## config.mk

```make
export PLATFORM = sky130hd
export DESIGN_NAME = boundary_fetch
export DESIGN_NICKNAME = d
export VERILOG_FILES = /design/src/rtl/boundary_pkg.sv /design/src/rtl/boundary_fill_mux.sv /design/src/rtl/boundary_fetch.sv
export SDC_FILE = /design/constraint.sdc
export NUM_CORES = 2
export LEC_CHECK = 0
export ABC_AREA = 1
export BUFFER_PORTS_ARGS = -buffer_cell sky130_fd_sc_hd__buf_2
export CELL_PAD_IN_SITES_DETAIL_PLACEMENT = 0
export CELL_PAD_IN_SITES_GLOBAL_PLACEMENT = 1
export CORE_AREA = 2 2 444 446
export DETAILED_ROUTE_END_ITERATION = 6
export DIE_AREA = 0 0 446 448
export GPL_TIMING_DRIVEN = 0
export PLACE_DENSITY = 0.58
export SYNTH_ARGS = -nofsm -noshare
export SYNTH_HDL_FRONTEND = slang
export SYNTH_SLANG_ARGS = --single-unit
```

## constraint.sdc

```tcl
create_clock -name clk -period 97.6 [get_ports clk]
set_input_delay 14.64 -clock clk [delete_from_list [all_inputs] [get_ports clk]]
set_output_delay 14.64 -clock clk [all_outputs]
set_load 0.005 [all_outputs]
```

## src/rtl/boundary_pkg.sv

```systemverilog
// Shared types and constants for the macroblock boundary-context fetch block.
// Optional top-right fetch is enabled with the BOUNDARY_FETCH_TOPRIGHT_EN macro.
package boundary_pkg;

  // Default macroblock column index / RAM address width
  localparam int unsigned ADDR_W_DEFAULT = 10;

  // Frame-edge fill samples: above the picture and left of the picture
  localparam logic [7:0] FILL_TOP  = 8'd127;
  localparam logic [7:0] FILL_LEFT = 8'd129;

  // Byte-lane counts
  localparam int unsigned Y_LANES  = 16;  // luma row
  localparam int unsigned C_LANES  = 8;   // one chroma component row
  localparam int unsigned TR_LANES = 4;   // luma top-right extension

  typedef enum logic [2:0] {
    StIdle,
    StRdCur,
    StRdNxt,
    StCapt,
    StValid
  } state_e;

  // Byte 15 of a luma row, replicated across the top-right lanes
  function automatic logic [8*TR_LANES-1:0] replicate_last(input logic [8*Y_LANES-1:0] row);
    return {TR_LANES{row[8*Y_LANES-1 -: 8]}};
  endfunction

endpackage

```

## src/rtl/boundary_fill_mux.sv

```systemverilog
// Combinational edge fill / selection of the prediction context: top row,
// top-right, left column and top-left corner, from captured RAM data and shadows.
module boundary_fill_mux
  import boundary_pkg::*;
(
  input  logic                     top_edge_i,   // macroblock row 0
  input  logic                     left_edge_i,  // macroblock column 0
  input  logic                     has_tr_i,     // next-entry top-right is available
  input  logic [8*Y_LANES-1:0]     cur_y_i,
  input  logic [16*C_LANES-1:0]    cur_uv_i,     // [63:0] U, [127:64] V
  input  logic [8*TR_LANES-1:0]    nxt_tr_i,     // bytes 0-3 of entry x+1
  input  logic [8*Y_LANES-1:0]     left_y_i,
  input  logic [8*C_LANES-1:0]     left_u_i,
  input  logic [8*C_LANES-1:0]     left_v_i,
  input  logic [7:0]               tl_y_i,
  input  logic [7:0]               tl_u_i,
  input  logic [7:0]               tl_v_i,
  output logic [8*(Y_LANES+TR_LANES)-1:0] top_y_o,
  output logic [8*C_LANES-1:0]     top_u_o,
  output logic [8*C_LANES-1:0]     top_v_o,
  output logic [8*Y_LANES-1:0]     left_y_o,
  output logic [8*C_LANES-1:0]     left_u_o,
  output logic [8*C_LANES-1:0]     left_v_o,
  output logic [7:0]               top_left_y_o,
  output logic [7:0]               top_left_u_o,
  output logic [7:0]               top_left_v_o
);

  logic [8*TR_LANES-1:0] top_right;

  // Top row and top-right: row 0 sees the above-picture fill
  always_comb begin
    top_right = has_tr_i ? nxt_tr_i : replicate_last(cur_y_i);
    if (top_edge_i) begin
      top_y_o = {(Y_LANES + TR_LANES){FILL_TOP}};
      top_u_o = {C_LANES{FILL_TOP}};
      top_v_o = {C_LANES{FILL_TOP}};
    end else begin
      top_y_o = {top_right, cur_y_i};
      top_u_o = cur_uv_i[8*C_LANES-1:0];
      top_v_o = cur_uv_i[16*C_LANES-1:8*C_LANES];
    end
  end

  // Left column: column 0 sees the left-of-picture fill
  always_comb begin
    if (left_edge_i) begin
      left_y_o = {Y_LANES{FILL_LEFT}};
      left_u_o = {C_LANES{FILL_LEFT}};
      left_v_o = {C_LANES{FILL_LEFT}};
    end else begin
      left_y_o = left_y_i;
      left_u_o = left_u_i;
      left_v_o = left_v_i;
    end
  end

  // Top-left corner: the above fill wins over the left fill at (0, 0)
  always_comb begin
    if (top_edge_i) begin
      top_left_y_o = FILL_TOP;
      top_left_u_o = FILL_TOP;
      top_left_v_o = FILL_TOP;
    end else if (left_edge_i) begin
      top_left_y_o = FILL_LEFT;
      top_left_u_o = FILL_LEFT;
      top_left_v_o = FILL_LEFT;
    end else begin
      top_left_y_o = tl_y_i;
      top_left_u_o = tl_u_i;
      top_left_v_o = tl_v_i;
    end
  end

endmodule

```

## src/rtl/boundary_fetch.sv

```systemverilog
// Reader side of the macroblock top-row context store. Reads the Y/UV top-row
// RAMs for (x, y), merges left and top-left shadows, applies frame-edge fills
// and presents one registered context over valid/ready.
// Define BOUNDARY_FETCH_TOPRIGHT_EN to fetch the top-right from entry x+1.
module boundary_fetch
  import boundary_pkg::*;
#(
  parameter int unsigned ADDR_W = ADDR_W_DEFAULT
) (
  input  logic              clk,
  input  logic              rst,
  input  logic              start_i,
  input  logic [ADDR_W-1:0] x_i,
  input  logic [ADDR_W-1:0] y_i,
  input  logic [ADDR_W-1:0] last_x_i,
  input  logic              left_load_i,
  input  logic [127:0]      left_y_i,
  input  logic [63:0]       left_u_i,
  input  logic [63:0]       left_v_i,
  output logic              y_rd_en_o,
  output logic              uv_rd_en_o,
  output logic [ADDR_W-1:0] y_rd_addr_o,
  output logic [ADDR_W-1:0] uv_rd_addr_o,
  input  logic [127:0]      y_rd_data_i,
  input  logic [127:0]      uv_rd_data_i,
  output logic              ctx_valid_o,
  input  logic              ctx_ready_i,
  output logic              busy_o,
  output logic [159:0]      top_y_o,
  output logic [63:0]       top_u_o,
  output logic [63:0]       top_v_o,
  output logic [127:0]      left_y_o,
  output logic [63:0]       left_u_o,
  output logic [63:0]       left_v_o,
  output logic [7:0]        top_left_y_o,
  output logic [7:0]        top_left_u_o,
  output logic [7:0]        top_left_v_o
);

  state_e state_q;

  logic [ADDR_W-1:0] x_q, y_q;
  logic              y_rd_en_q, uv_rd_en_q;
  logic [ADDR_W-1:0] y_rd_addr_q, uv_rd_addr_q;
  logic              ctx_valid_q;

  // Left-column shadow (follows left_load) and its snapshot taken at acceptance
  logic [127:0] lsh_y_q, snap_left_y_q;
  logic [63:0]  lsh_u_q, lsh_v_q, snap_left_u_q, snap_left_v_q;
  // Top-left shadow (updated per completed transfer) and its snapshot
  logic [7:0]   tsh_y_q, tsh_u_q, tsh_v_q;
  logic [7:0]   snap_tl_y_q, snap_tl_u_q, snap_tl_v_q;

  // Registered context outputs
  logic [159:0] top_y_q;
  logic [63:0]  top_u_q, top_v_q;
  logic [127:0] left_y_q;
  logic [63:0]  left_u_q, left_v_q;
  logic [7:0]   top_left_y_q, top_left_u_q, top_left_v_q;

  // Mux inputs and outputs
  logic [ADDR_W-1:0] sel_x, sel_y;
  logic [127:0]      sel_left_y;
  logic [63:0]       sel_left_u, sel_left_v;
  logic [7:0]        sel_tl_y, sel_tl_u, sel_tl_v;
  logic [127:0]      mux_cur_y, mux_cur_uv;
  logic [31:0]       mux_nxt_tr;
  logic              mux_has_tr;

  logic [159:0] mx_top_y;
  logic [63:0]  mx_top_u, mx_top_v;
  logic [127:0] mx_left_y;
  logic [63:0]  mx_left_u, mx_left_v;
  logic [7:0]   mx_tl_y, mx_tl_u, mx_tl_v;

`ifdef BOUNDARY_FETCH_TOPRIGHT_EN
  logic [ADDR_W-1:0] last_x_q;
  logic [127:0]      cur_y_q, cur_uv_q;

  // Current entry is held from RD_NXT; next entry arrives straight from RAM in CAPT
  assign mux_cur_y  = cur_y_q;
  assign mux_cur_uv = cur_uv_q;
  assign mux_nxt_tr = y_rd_data_i[31:0];
  assign mux_has_tr = (x_q < last_x_q);
`else
  logic unused_last_x;
  assign unused_last_x = ^last_x_i;

  // Current entry arrives straight from RAM in CAPT; top-right is always replicated
  assign mux_cur_y  = y_rd_data_i;
  assign mux_cur_uv = uv_rd_data_i;
  assign mux_nxt_tr = '0;
  assign mux_has_tr = 1'b0;
`endif

  // In IDLE the mux sees the live request (y == 0 completes at acceptance);
  // otherwise it sees the values snapshotted when the request was accepted.
  always_comb begin
    sel_x      = x_q;
    sel_y      = y_q;
    sel_left_y = snap_left_y_q;
    sel_left_u = snap_left_u_q;
    sel_left_v = snap_left_v_q;
    sel_tl_y   = snap_tl_y_q;
    sel_tl_u   = snap_tl_u_q;
    sel_tl_v   = snap_tl_v_q;
    if (state_q == StIdle) begin
      sel_x    = x_i;
      sel_y    = y_i;
      sel_tl_y = tsh_y_q;
      sel_tl_u = tsh_u_q;
      sel_tl_v = tsh_v_q;
      // A coincident left_load wins over the stored shadow
      if (left_load_i) begin
        sel_left_y = left_y_i;
        sel_left_u = left_u_i;
        sel_left_v = left_v_i;
      end else begin
        sel_left_y = lsh_y_q;
        sel_left_u = lsh_u_q;
        sel_left_v = lsh_v_q;
      end
    end
  end

  boundary_fill_mux u_fill_mux (
    .top_edge_i   (sel_y == '0),
    .left_edge_i  (sel_x == '0),
    .has_tr_i     (mux_has_tr),
    .cur_y_i      (mux_cur_y),
    .cur_uv_i     (mux_cur_uv),
    .nxt_tr_i     (mux_nxt_tr),
    .left_y_i     (sel_left_y),
    .left_u_i     (sel_left_u),
    .left_v_i     (sel_left_v),
    .tl_y_i       (sel_tl_y),
    .tl_u_i       (sel_tl_u),
    .tl_v_i       (sel_tl_v),
    .top_y_o      (mx_top_y),
    .top_u_o      (mx_top_u),
    .top_v_o      (mx_top_v),
    .left_y_o     (mx_left_y),
    .left_u_o     (mx_left_u),
    .left_v_o     (mx_left_v),
    .top_left_y_o (mx_tl_y),
    .top_left_u_o (mx_tl_u),
    .top_left_v_o (mx_tl_v)
  );

  // FSM, RAM read issue, data captures, shadows and registered context outputs
  always_ff @(posedge clk or posedge rst) begin
    if (rst) begin
      state_q       <= StIdle;
      x_q           <= '0;
      y_q           <= '0;
      y_rd_en_q     <= 1'b0;
      uv_rd_en_q    <= 1'b0;
      y_rd_addr_q   <= '0;
      uv_rd_addr_q  <= '0;
      ctx_valid_q   <= 1'b0;
      lsh_y_q       <= '0;
      lsh_u_q       <= '0;
      lsh_v_q       <= '0;
      snap_left_y_q <= '0;
      snap_left_u_q <= '0;
      snap_left_v_q <= '0;
      tsh_y_q       <= '0;
      tsh_u_q       <= '0;
      tsh_v_q       <= '0;
      snap_tl_y_q   <= '0;
      snap_tl_u_q   <= '0;
      snap_tl_v_q   <= '0;
      top_y_q       <= '0;
      top_u_q       <= '0;
      top_v_q       <= '0;
      left_y_q      <= '0;
      left_u_q      <= '0;
      left_v_q      <= '0;
      top_left_y_q  <= '0;
      top_left_u_q  <= '0;
      top_left_v_q  <= '0;
`ifdef BOUNDARY_FETCH_TOPRIGHT_EN
      last_x_q      <= '0;
      cur_y_q       <= '0;
      cur_uv_q      <= '0;
`endif
    end else begin
      if (left_load_i) begin
        lsh_y_q <= left_y_i;
        lsh_u_q <= left_u_i;
        lsh_v_q <= left_v_i;
      end

      unique case (state_q)
        StIdle: begin
          if (start_i) begin
            x_q           <= x_i;
            y_q           <= y_i;
            snap_left_y_q <= sel_left_y;
            snap_left_u_q <= sel_left_u;
            snap_left_v_q <= sel_left_v;
            snap_tl_y_q   <= tsh_y_q;
            snap_tl_u_q   <= tsh_u_q;
            snap_tl_v_q   <= tsh_v_q;
`ifdef BOUNDARY_FETCH_TOPRIGHT_EN
            last_x_q      <= last_x_i;
`endif
            if (y_i != '0) begin
              state_q      <= StRdCur;
              y_rd_en_q    <= 1'b1;
              uv_rd_en_q   <= 1'b1;
              y_rd_addr_q  <= x_i;
              uv_rd_addr_q <= x_i;
            end else begin
              // Top row is all fill: no RAM access needed
              state_q      <= StValid;
              ctx_valid_q  <= 1'b1;
              top_y_q      <= mx_top_y;
              top_u_q      <= mx_top_u;
              top_v_q      <= mx_top_v;
              left_y_q     <= mx_left_y;
              left_u_q     <= mx_left_u;
              left_v_q     <= mx_left_v;
              top_left_y_q <= mx_tl_y;
              top_left_u_q <= mx_tl_u;
              top_left_v_q <= mx_tl_v;
            end
          end
        end

        StRdCur: begin
          uv_rd_en_q <= 1'b0;
`ifdef BOUNDARY_FETCH_TOPRIGHT_EN
          // Only read entry x+1 when it exists; cadence stays fixed either way
          state_q     <= StRdNxt;
          y_rd_en_q   <= (x_q < last_x_q);
          y_rd_addr_q <= x_q + ADDR_W'(1);
`else
          state_q     <= StCapt;
          y_rd_en_q   <= 1'b0;
`endif
        end

`ifdef BOUNDARY_FETCH_TOPRIGHT_EN
        StRdNxt: begin
          state_q   <= StCapt;
          y_rd_en_q <= 1'b0;
          cur_y_q   <= y_rd_data_i;
          cur_uv_q  <= uv_rd_data_i;
        end
`endif

        StCapt: begin
          state_q      <= StValid;
          ctx_valid_q  <= 1'b1;
          top_y_q      <= mx_top_y;
          top_u_q      <= mx_top_u;
          top_v_q      <= mx_top_v;
          left_y_q     <= mx_left_y;
          left_u_q     <= mx_left_u;
          left_v_q     <= mx_left_v;
          top_left_y_q <= mx_tl_y;
          top_left_u_q <= mx_tl_u;
          top_left_v_q <= mx_tl_v;
        end

        StValid: begin
          if (ctx_ready_i) begin
            state_q     <= StIdle;
            ctx_valid_q <= 1'b0;
            // Bottom-right samples of this top row become the next top-left
            if (y_q != '0) begin
              tsh_y_q <= top_y_q[127:120];
              tsh_u_q <= top_u_q[63:56];
              tsh_v_q <= top_v_q[63:56];
            end
          end
        end

        default: state_q <= StIdle;
      endcase
    end
  end

  assign busy_o       = (state_q != StIdle);
  assign y_rd_en_o    = y_rd_en_q;
  assign uv_rd_en_o   = uv_rd_en_q;
  assign y_rd_addr_o  = y_rd_addr_q;
  assign uv_rd_addr_o = uv_rd_addr_q;
  assign ctx_valid_o  = ctx_valid_q;
  assign top_y_o      = top_y_q;
  assign top_u_o      = top_u_q;
  assign top_v_o      = top_v_q;
  assign left_y_o     = left_y_q;
  assign left_u_o     = left_u_q;
  assign left_v_o     = left_v_q;
  assign top_left_y_o = top_left_y_q;
  assign top_left_u_o = top_left_u_q;
  assign top_left_v_o = top_left_v_q;

endmodule

```

==> run_results.csv <==
group,metric,value,unit
critical_path,cp.arrival,3040,ps
sta,timing.setup.tns,0,ps
critical_path,crit_type,"reg -> out",
pwr,vdd_drop_max,0.0187,mV
clock_network,cts-hold-fix-buffers,0,
final_layout,seqCellArea,28300,um2
yosys,ys_ff_latch,1131,
pwr,clockPowerShare,0.253,
grt,grt_pass1_wl,308000,um
run_status,status,"completed",
place,post-dp-hpwl,164000,um
pwr,p_int,1.27,mW
yosys,yosysTopAreaCellShare,0.560,
grt,grt_max_degree,120,
yosys,syn_avg_cell_area,7.99,um2
critical_path,critPathMaxStageDelay,530,ps
sta,setup-violations-final,0,
critical_path,start_kind,"flop",
place,io_buffers,1127,
critical_path,cp_num_buf_inv,4,
clock_network,insertion_delay,800,ps
yosys,synth_top_cells_by_count,"nand2_1 (1820), dfrtp_1 (1131), inv_1 (816), nor2_1 (682), o21ai_0 (623)",
clock_network,numCtsBuffers,144,
sta,hold_viol,0,
yosys,synth-edff-count,0,
pwr,pwr-share-comb,0.405,
die,initial_core_util,0.260,
grt,grt.overflow.total,0,
routing,wirelength,214000,um
run,maxCapViolCount,0,
final_layout,stdcell_count,10300,
sta,slew_viol_final,0,
yosys,yosysWarnings,0,
critical_path,cpMaxStageDelayCell,"buf_2",
yosys,ys.flop_type,"dfrtp_1",
final_layout,nNetsFinal,8153,
clock_network,cts_tree,"yes",
yosys,synthCells,6322,
clock_network,cts-root-buf,"clkbuf_16",
die,io_pins,1139,
routing,antenna_left,0,
clock_network,cts.repair.resized,0,
sta,max_freq,0.0566,GHz
final_layout,fill_cells,21100,
yosys,syn_nets,6869,
routing,wire_per_inst,20.8,um
critical_path,crit_required,82960,ps
final_layout,multi_input_area,17000,um2
yosys,async_flop_share,1.00,
sta,rsz0062_at_grt,"no",
yosys,syn-cell-area,50500,um2
critical_path,critical_path.cell_chain,"nor2_4 -> nand2_4 -> buf_6 -> buf_2 -> buf_1 -> buf_2",
sta,skew,27.6,ps
clock_network,cts_sinks,1131,
critical_path,crit_path_max_fanout,11,
yosys,ys_types,21,
sta,min_period,17680,ps
pwr,switching_share,0.409,
sta,worst_slew_pin_slew,1260,ps
pwr,finalPower,2.14,mW
clock_network,path_clk_slew,60,ps
routing,via_count,45600,
pwr,p_sw,877,uW
die,die-area,200000,um2
place,place_congestion,0.862,
grt,grt_antenna_before_repair,72,
yosys,ys_seq_area_frac,0.560,
die,core_area,195000,um2
grt,gr-usage-all-layers,0.209,
sta,slew_headroom,0.162,
clock_network,post_cts.repair.setup_buffers,0,
place,dp.cells,10000,
routing,viasPerCell,4.43,
clock_network,htreeDepth,4,
die,die_x,446,um
yosys,yosys.area.top_type,"dfrtp_1",
sta,fin_crit_sh,0.181,
clock_network,clock_path_buffers,3,
critical_path,cp_top_family,"buffers and inverters",
pwr,power.density,33.2,nW/um2
grt,grt_pass1_vias,46100,
routing,drc,0,
min_path,min_path_type,"reg -> reg",
final_layout,drive_above_1_share,0.208,
pwr,p_leak,34.0,nW
die,row_count,162,
critical_path,cp-end-kind,"output pin",
yosys,synth.area.top_cells,"dfrtp_1 (56%), nand2_1 (14%), o21ai_0 (6.2%)",
pwr,pwr-share-seq,0.342,
final_layout,syn2layout_area_growth,27.7,%
yosys,yosysMostFrequentCell,"nand2_1",
die,die_h,448,um
routing,drt_iter0_drc,3030,
critical_path,critical_path.most_common_cell,"buf_2",
routing,dr.pass1.iters,6,
## logic make-up (layout without fill, tap and decap cells)
group | count (synthesis) | in the layout | share of synthesized area
flops | 1131 | 1131 | 0.560
other cells | 0 | 33 | 0
buf+inv | 1280 | 2673 | 0.104
simple gates | 2821 | 2821 | 0.218
compound gates | 1090 | 1090 | 0.118
## sequential cells by signal, summed over array words and instances, names as in the netlist, 8 cells and up
register	cells
lsh_v_q	64
lsh_u_q	64
top_y_o	128
lsh_y_q	128
tsh_u_q	8
snap_left_y_q	128
top_left_v_o	8
top_left_y_o	8
left_y_o	128
snap_left_v_q	64
snap_left_u_q	64
snap_tl_y_q	8
top_v_o	64
tsh_y_q	8
left_u_o	64
y_q	10
top_u_o	64
x_q	10
snap_tl_v_q	8
snap_tl_u_q	8
left_v_o	64
tsh_v_q	8
top_left_u_o	8
uv_rd_addr_o	10
## worst reg2reg max path, stage by stage, from the launching register on
cell and delay [ps]:
dfrtp_1 430, nor2_4 280, nand2_4 230, inv_4 170, nand2_4 190, nand2_2 410
nand2_2 180, inv_2 160, buf_2 460, buf_2 360, nand2_1 240, nand2_1 130
## layout by cell type, fill, tap and decap left out
cell        instances
inv_8               1
nand2_4             2
dfrtp_1          1131
clkbuf_8           39
inv_16              2
nor2_1            682
clkinv_8            3
buf_16             11
o21ai_0           623
nor2_4              1
clkinvlp_4          1
bufinv_16           6
nand2_1          1820
clkinv_4            1
clkinv_2           19
o21a_1            192
clkbuf_16         148
a21oi_1           250
inv_6               7
diode_2            33
inv_1             815
buf_2            1285
clkbuf_2            2
buf_6               5
inv_4               1
o21ai_2             1
nor3_1              1
clkbuf_1          243
inv_2               4
nand3_1           312
nand2_2             3
o21ai_1            24
buf_4              60
buf_1              20
## per-stage QoR
| stage | hold slack [ps] | worst slack, ps | cell area [um2] | util |
|---|---|---|---|---|
| 2_1_floorplan | 450 | 51110 | 50500 | - |
| 3_5_place_dp | 457 | 79810 | 59700 | 0.307 |
| 5_1_grt | 490 | 79710 | 64500 | 0.331 |
| 3_3_place_gp | 449 | 35540 | 59300 | 0.305 |
| 4_1_cts | 472 | 79750 | 64400 | 0.331 |
| 6_report | 464 | 79920 | 64500 | 0.332 |
## power by group through the flow
stage	registers [mW]	clock network [mW]	logic, mW
finish	0.732	0.542	0.868
CTS	0.732	0.558	0.889
detailed placement	0.738	0	0.885
global route	0.751	0.576	0.983
floorplan	0.733	0	0.498
global placement	0.742	0	0.881
## layout make-up
class | count | share of cell area
multi-input cells | 3911 | 0.263
diodes | 33 | 0.00128
flip-flops and latches | 1131 | 0.439
clock inverters | 39 | 0.00684
inverters | 821 | 0.0479
well taps | 2542 | 0.0493
plain buffers | 459 | 0.0339
clock buffers | 216 | 0.0674
repair buffers | 1138 | 0.0921
## worst paths after layout
check	start	to	slack, ps	depth (start not counted)
setup / recovery	state_q[0]	busy_o	79920	6
hold / removal	top_y_o[111]	top_y_o[111]	460	2
setup reg to reg	state_q[0]	left_y_o[112]	94310	11
hold reg to reg	top_y_o[111]	top_y_o[111]	460	2
max in group asynchronous	rst	left_y_o[2]	81270	6
min in group asynchronous	rst	top_v_o[29]	13810	2
## per-layer routing
metal	routed length, um	global-route usage	vias up
met2	108000	0.369	1230
met5	209	0	-
met3	14200	0.0548	318
met1	83300	0.242	22000
met4	7590	0.0791	34
li1	-	-	22000
(Power assumes the default switching activity.)
